<file path="config.mk">
export PLATFORM = sky130hd
export DESIGN_NAME = serial_sub4_flat
export DESIGN_NICKNAME = d
export VERILOG_FILES = /design/src/rtl/serial_sub4_if.sv /design/src/rtl/serial_sub4.sv /design/src/flat_wrapper.sv
export SDC_FILE = /design/constraint.sdc
export NUM_CORES = 1
export LEC_CHECK = 0
export CELL_PAD_IN_SITES_DETAIL_PLACEMENT = 1
export CELL_PAD_IN_SITES_GLOBAL_PLACEMENT = 2
export CORE_ASPECT_RATIO = 1.4
export CORE_MARGIN = 5
export CORE_UTILIZATION = 34
export DETAILED_ROUTE_END_ITERATION = 10
export PLACE_DENSITY = 0.81
export SLEW_MARGIN = 10
export SYNTH_ARGS = -nofsm -noshare
export SYNTH_HDL_FRONTEND = slang
export SYNTH_SLANG_ARGS = --single-unit
</file>
<file path="constraint.sdc">
create_clock -name clk -period 4.3 [get_ports clk]
set_clock_uncertainty 0.15 [all_clocks]
set_input_delay 0.43 -clock clk [delete_from_list [all_inputs] [get_ports clk]]
set_output_delay 0.43 -clock clk [all_outputs]
set_load 0.005 [all_outputs]
</file>
<file path="src/rtl/serial_sub4_if.sv">
// Handshake bundle for the bit-serial subtractor: operand channel (a/b) and
// result channel (d/borrow), each with its own valid/ready pair.
interface serial_sub4_if #(
  parameter int WIDTH = 4
);
  logic             in_valid;
  logic             in_ready;
  logic [WIDTH-1:0] a;
  logic [WIDTH-1:0] b;
  logic             out_valid;
  logic             out_ready;
  logic [WIDTH-1:0] d;
  logic             borrow;

  // Producer of operands / consumer of results
  modport master (
    output in_valid, a, b, out_ready,
    input  in_ready, out_valid, d, borrow
  );

  // The subtractor itself
  modport slave (
    input  in_valid, a, b, out_ready,
    output in_ready, out_valid, d, borrow
  );
endinterface

</file>
<file path="src/rtl/serial_sub4.sv">
// Bit-serial unsigned subtractor: d = (a - b) mod 2^WIDTH, borrow = (a < b).
// One bit per clock, LSB first, through a single borrow flip-flop.
// Operands are taken in IDLE, shifted for WIDTH cycles, then held in DONE
// until the consumer takes them. Handshake outputs decode from state only.
module serial_sub4 #(
  parameter int WIDTH = 4
) (
  input  logic         clk,
  input  logic         rst_n,
  serial_sub4_if.slave bus
);

  localparam int CW = $clog2(WIDTH);
  localparam logic [CW-1:0] LAST = CW'(WIDTH - 1);

  typedef enum logic [1:0] {
    IDLE  = 2'd0,
    SHIFT = 2'd1,
    DONE  = 2'd2
  } state_t;

  state_t           state;
  state_t           state_next;
  logic [WIDTH-1:0] a_sh;
  logic [WIDTH-1:0] b_sh;
  logic [WIDTH-1:0] d_sh;
  logic             bor;
  logic [CW-1:0]    cnt;
  logic [WIDTH-1:0] d_q;
  logic             borrow_q;
  logic             dbit;
  logic             bor_next;

  // One-bit full subtractor; returns {borrow_out, difference}.
  function automatic logic [1:0] sub_bit(input logic x, input logic y, input logic bin);
    sub_bit = {(~x & y) | (~(x ^ y) & bin), x ^ y ^ bin};
  endfunction

  assign {bor_next, dbit} = sub_bit(a_sh[0], b_sh[0], bor);

  assign bus.in_ready  = (state == IDLE);
  assign bus.out_valid = (state == DONE);
  assign bus.d         = d_q;
  assign bus.borrow    = borrow_q;

  // State register; reset aborts any operation in flight.
  always_ff @(posedge clk or negedge rst_n) begin
    if (!rst_n) begin
      state <= IDLE;
    end else begin
      state <= state_next;
    end
  end

  // Next-state: accept in IDLE, count WIDTH shifts, wait for consumer in DONE.
  always_comb begin
    state_next = state;
    case (state)
      IDLE:    if (bus.in_valid)  state_next = SHIFT;
      SHIFT:   if (cnt == LAST)   state_next = DONE;
      DONE:    if (bus.out_ready) state_next = IDLE;
      default:                    state_next = IDLE;
    endcase
  end

  // Serial datapath: load operands, then shift one difference bit per cycle;
  // the finished word and borrow are captured on the last shift and held.
  always_ff @(posedge clk or negedge rst_n) begin
    if (!rst_n) begin
      a_sh     <= '0;
      b_sh     <= '0;
      d_sh     <= '0;
      bor      <= 1'b0;
      cnt      <= '0;
      d_q      <= '0;
      borrow_q <= 1'b0;
    end else if (state == IDLE) begin
      if (bus.in_valid) begin
        a_sh <= bus.a;
        b_sh <= bus.b;
        bor  <= 1'b0;
        cnt  <= '0;
      end
    end else if (state == SHIFT) begin
      a_sh <= a_sh >> 1;
      b_sh <= b_sh >> 1;
      d_sh <= {dbit, d_sh[WIDTH-1:1]};
      bor  <= bor_next;
      cnt  <= cnt + CW'(1);
      if (cnt == LAST) begin
        d_q      <= {dbit, d_sh[WIDTH-1:1]};
        borrow_q <= bor_next;
      end
    end
  end

endmodule

</file>
<file path="src/flat_wrapper.sv">
// flat-port wrapper written by rule: the top's interface ports become plain ports
module serial_sub4_flat 
#(
  parameter int WIDTH = 4
)
  (clk, rst_n, bus_in_valid, bus_a, bus_b, bus_out_ready, bus_in_ready, bus_out_valid, bus_d, bus_borrow);
  serial_sub4_if #(.WIDTH(WIDTH)) bus_i ();
  input  logic clk;
  input  logic rst_n;
  input wire logic [$bits(bus_i.in_valid)-1:0] bus_in_valid;
  input wire logic [$bits(bus_i.a)-1:0] bus_a;
  input wire logic [$bits(bus_i.b)-1:0] bus_b;
  input wire logic [$bits(bus_i.out_ready)-1:0] bus_out_ready;
  output wire logic [$bits(bus_i.in_ready)-1:0] bus_in_ready;
  output wire logic [$bits(bus_i.out_valid)-1:0] bus_out_valid;
  output wire logic [$bits(bus_i.d)-1:0] bus_d;
  output wire logic [$bits(bus_i.borrow)-1:0] bus_borrow;
  assign bus_i.in_valid = bus_in_valid;
  assign bus_i.a = bus_a;
  assign bus_i.b = bus_b;
  assign bus_i.out_ready = bus_out_ready;
  assign bus_in_ready = bus_i.in_ready;
  assign bus_out_valid = bus_i.out_valid;
  assign bus_d = bus_i.d;
  assign bus_borrow = bus_i.borrow;
  serial_sub4 #(.WIDTH(WIDTH)) u_core (.clk(clk), .rst_n(rst_n), .bus(bus_i));
endmodule
</file>
-- After elaboration in Yosys (flattened, before gate mapping)
Cells that the tools add are included.
- bits of input ports: 12
- logic and storage cells: 45
- output and inout port bits: 7
- bits in registers: 22
- bitwise gates (word level): 8
- reduce and logical (&&, ||, !) cells: 6
- eq/ne operators: 6
- muxes and demuxes: 16
- add/sub/neg operators: 1
- operators with widths (operator ; count):
    $mux 4 ; 6
    $mux 2 ; 6
    $pmux 2 s3 ; 1
    $reduce_and 3->1 ; 2
    $eq 2x2->1 const B ; 2
    $ne 2x2->1 const B ; 2
    $reduce_and 2->1 ; 2
    $mux 1 ; 3
    $not 1->1 ; 3
    $add 2x1->2 const B ; 1
    $and 1x1->1 ; 2
    $eq 2x1->1 const B ; 1
    $logic_not 2->1 ; 1
    $ne 2x1->1 const B ; 1
    $reduce_bool 2->1 ; 1
    $xor 1x1->1 ; 2
    $or 1x1->1 ; 1

-- Depth between registers and ports, before layout
- depth after elaboration: 6
- mapped depth: 5

-- Worst setup path before layout
No wires, ideal clock.
- kind: register -> register
- start: register u_core.b_sh[0]
- end: register u_core.d_sh[3]
- data arrival time: 1134 ps
- setup slack: 2891 ps
- required time: 4025 ps
- library setup time: 125 ps
- stages on the path, launching flop included: 4
- path buffers: 0
- path through: dfrtp_1 -> inv_1 -> fa_1 -> mux2_4
- cells in the longest elaborated chain, start to end: 2
- ends and longest elaborated chain (item ; RTL line ; RTL):
    start: declaration ; serial_sub4.sv:25 ; logic [WIDTH-1:0] b_sh;
    start signal: assignment ; serial_sub4.sv:80 ; b_sh <= bus.b;
    start signal: assignment ; serial_sub4.sv:86 ; b_sh <= b_sh >> 1;
    $xor 1x1->1 (2 in series) ; serial_sub4.sv:36 ; sub_bit = {(~x & y) | (~(x ^ y) & bin), x ^ y ^ bin};
    via u_core.dbit ; serial_sub4.sv:31 ; logic dbit;
    end signal: assignment ; serial_sub4.sv:87 ; d_sh <= {dbit, d_sh[WIDTH-1:1]};
    end: declaration ; serial_sub4.sv:26 ; logic [WIDTH-1:0] d_sh;
The timed path passes the listed nets, and every way through them passes these cells.
A chain may end at the register's enable or synchronous reset.

-- Final worst setup path
- start: register u_core.state[1]
- end: output port bus_out_valid
- cells in the longest elaborated chain, start to end: 1
- ends and longest elaborated chain (item ; RTL line ; RTL):
    start: declaration ; serial_sub4.sv:22 ; state_t state;
    start signal: assignment ; serial_sub4.sv:51 ; state <= state_next;
    $eq 2x2->1 ; serial_sub4.sv:42 ; assign bus.out_valid = (state == DONE);
    end: declaration ; flat_wrapper.sv:15 ; output wire logic [$bits(bus_i.out_valid)-1:0] bus_out_valid;
No other way between the ends.

==> results.json <==
{
  "dp.cells": 132,
  "final_util_pct": 44.1,
  "maxCapViolations": 0,
  "timing.final.hold_violations": 0,
  "grt_first_pass_wirelength_um": 3500,
  "worstPathRequired_ps": 3720,
  "insertion_delay_ps": 300,
  "startpoint_type": "flop",
  "grt.total_usage_pct": 12.1,
  "rsz0062_at_grt": "no",
  "slew_headroom_pct": 38.2,
  "dieWidth_um": 54.6,
  "clock-sinks": 21,
  "fin_crit_sh_pct": 52.9,
  "diodes": 0,
  "power_density_mw_per_mm2": 699,
  "yosysWarningCount": 0,
  "pwr-share-comb_pct": 42.6,
  "fin_ws_ps": 2030,
  "port_buffers": 18,
  "firstDrtPassIters": 2,
  "nNetsFinal": 115,
  "holdWs_ps": 356,
  "worst_path_largest_cell_delay_ps": 550,
  "synth_ff_type": "dfrtp_1",
  "die-area_mm2": 0.00396,
  "arrival_ps": 1690,
  "syn_area_per_cell_um2": 11.6,
  "numCtsBuffers": 3,
  "ir_drop_mv": 0.261,
  "r2r_cells": 3,
  "cts_resized": 0,
  "internal_power_uw": 524,
  "synthTopCellsByCount": "dfrtp_1, o22ai_1, o21ai_0",
  "p_sw_share_pct": 35.7,
  "r2r_start": "u_core.b_sh[0]",
  "regToRegSetupSlack_ps": 2820,
  "endpoint_kind": "primary output",
  "area_growth_pct": 22.8,
  "crit_chain": "inv_1, nor2_1, clkdlybuf4s50_1",
  "fin_cells": 136,
  "min_to": "u_core.cnt[0]",
  "leakagePower_nw": 0.497,
  "antenna_left": 0,
  "coreArea_mm2": 0.00264,
  "synth_edf_count": 0,
  "post_drt_wl_per_cell_um": 14.6,
  "synth_most_common_cell": "dfrtp_1",
  "post_cts_buffers": 0,
  "vias": 680,
  "critical_path.slowest_cell": "dfrtp_1",
  "hold_depth": 1,
  "hold_buffers": 0,
  "r2r_end": "u_core.d_sh[3]",
  "yosys.area.top_type_share_pct": 55.4,
  "io_pins": 19,
  "wirelength_um": 1980,
  "p_sw_uw": 291,
  "fmax_ghz": 0.440,
  "crit_type": "reg2out",
  "min_path_type": "reg2reg",
  "synth.distinct_cells": 19,
  "p_clk_share_pct": 11.6,
  "setup_viol": 0,
  "worst-path-buf-inv": 2,
  "antenna_found_initial": 0,
  "cts_root_buf": "clkbuf_4",
  "cts-htree-levels": 1,
  "syn_inst": 82,
  "status": "complete, no violations",
  "synthTopCellsByArea": "dfrtp_1, o22ai_1, mux2_2",
  "slew_violations": 0,
  "post-place-ws_ps": 2380,
  "drc": 0,
  "syn_area_um2": 948,
  "post-dp-hpwl_um": 1440,
  "fin_setup_tns_ps": 0,
  "initial_utilization_pct": 35.9,
  "seq_area_frac_synth_pct": 55.4,
  "synth_largest_area_cell": "dfrtp_1",
  "min_from": "u_core.cnt[0]",
  "clkTransAtPathRegs_ps": 110,
  "fp-row-count": 22,
  "critPathTopFamily": "buffers and inverters",
  "fp.dieH_um": 72.5,
  "worst_slew_pin_slew_ps": 924,
  "drt_iter0_markers": 12,
  "grt-ovfl-total": 0,
  "min_period_ps": 2270,
  "place.gp.congestion": 0.713,
  "cts_tree": "yes",
  "grt_start_max_net_pins": 22,
  "seq_power_share_pct": 45.8,
  "synth_seq_cells": 21,
  "clock_path_buffers": 2,
  "path_max_fanout": 12,
  "ys_async_sr_fraction_pct": 100,
  "avgViaCountPerCell": 5.00,
  "syn_nets": 96,
  "first_global_vias": 780,
  "drive_gt1_share_pct": 13.0
}
[final cells by class]
type,instances,area [µm²]
Fill cell,308,1480
Tap cell,36,45.0
Timing Repair Buffer,18,180
Multi-Input combinational cell,52,369
Inverter,5,18.8
Sequential cell,21,526
Clock buffer,4,26.3
[through the flow]
| stage | cell area, µm² | power (mW) |
|---|---|---|
| after CTS | 1160 | 0.831 |
| after detailed placement | 1140 | 0.733 |
| after global routing | 1160 | 0.892 |
| final | 1160 | 0.815 |
| after global placement | 1140 | 0.718 |
| after floorplan | 948 | 0.618 |
[state kept, by name, summed over array words and instances, names as in the netlist]
signal,cells
u_core.state,2
u_core.b_sh,4
u_core.bus.d,4
u_core.bus.borrow,1
u_core.d_sh,3
u_core.a_sh,4
u_core.cnt,2
u_core.bor,1
[kinds of logic (layout without fill, tap and decap cells)]
group | count (synthesis) | in the layout | synth area share [%]
AOI/OAI and AO/OA | 31 | 31 | 18.2
adders and majority gates | 2 | 2 | 3.43
buffers and inverters | 9 | 27 | 5.67
DFF | 21 | 21 | 55.4
muxes | 7 | 7 | 8.71
and+or+nand+nor | 12 | 12 | 8.57
[placed cells by master, fill, tap and decap left out, drive strengths merged]
master / n
fa: 1
o31ai: 1
nor2b: 2
clkbuf: 4
a21oi: 7
nand3b: 1
o22ai: 12
clkdlybuf4s50: 18
nor2: 4
ha: 1
o21ai: 11
dfrtp: 21
inv: 5
nand2b: 2
nand2: 3
mux2: 7
[how the worst max path moves through the flow]
stage | endpoint | cells past startpoint | slack [ps] | from
final | bus_out_valid | 3 | 2030 | u_core.state[1]
after detailed placement | bus_out_valid | 3 | 2380 | u_core.state[1]
after floorplan | u_core.d_sh[3] | 3 | 2890 | u_core.b_sh[0]
after CTS | bus_out_valid | 3 | 2010 | u_core.state[1]
after global routing | bus_out_valid | 3 | 1890 | u_core.state[1]
after global placement | bus_out_valid | 3 | 2400 | u_core.state[1]
[per-layer routing]
metal | GRT usage, % | wire [µm] | vias to the layer above
met5 | 0 | 0 | -
met4 | 5.82 | 23 | 0
met3 | 1.85 | 75 | 2
met2 | 20.3 | 1040 | 14
met1 | 14.5 | 839 | 335
li1 | - | - | 329
[power groups by stage]
stage                     clock network (mW)  logic (mW)  registers, mW
after global placement                     0       0.342          0.376
after CTS                             0.0989       0.356          0.375
after detailed placement                   0       0.353          0.380
after global routing                   0.108       0.392          0.391
after floorplan                            0       0.275          0.344
final                                 0.0946       0.347          0.373
Note: power is estimated with default switching activity, not from simulation.
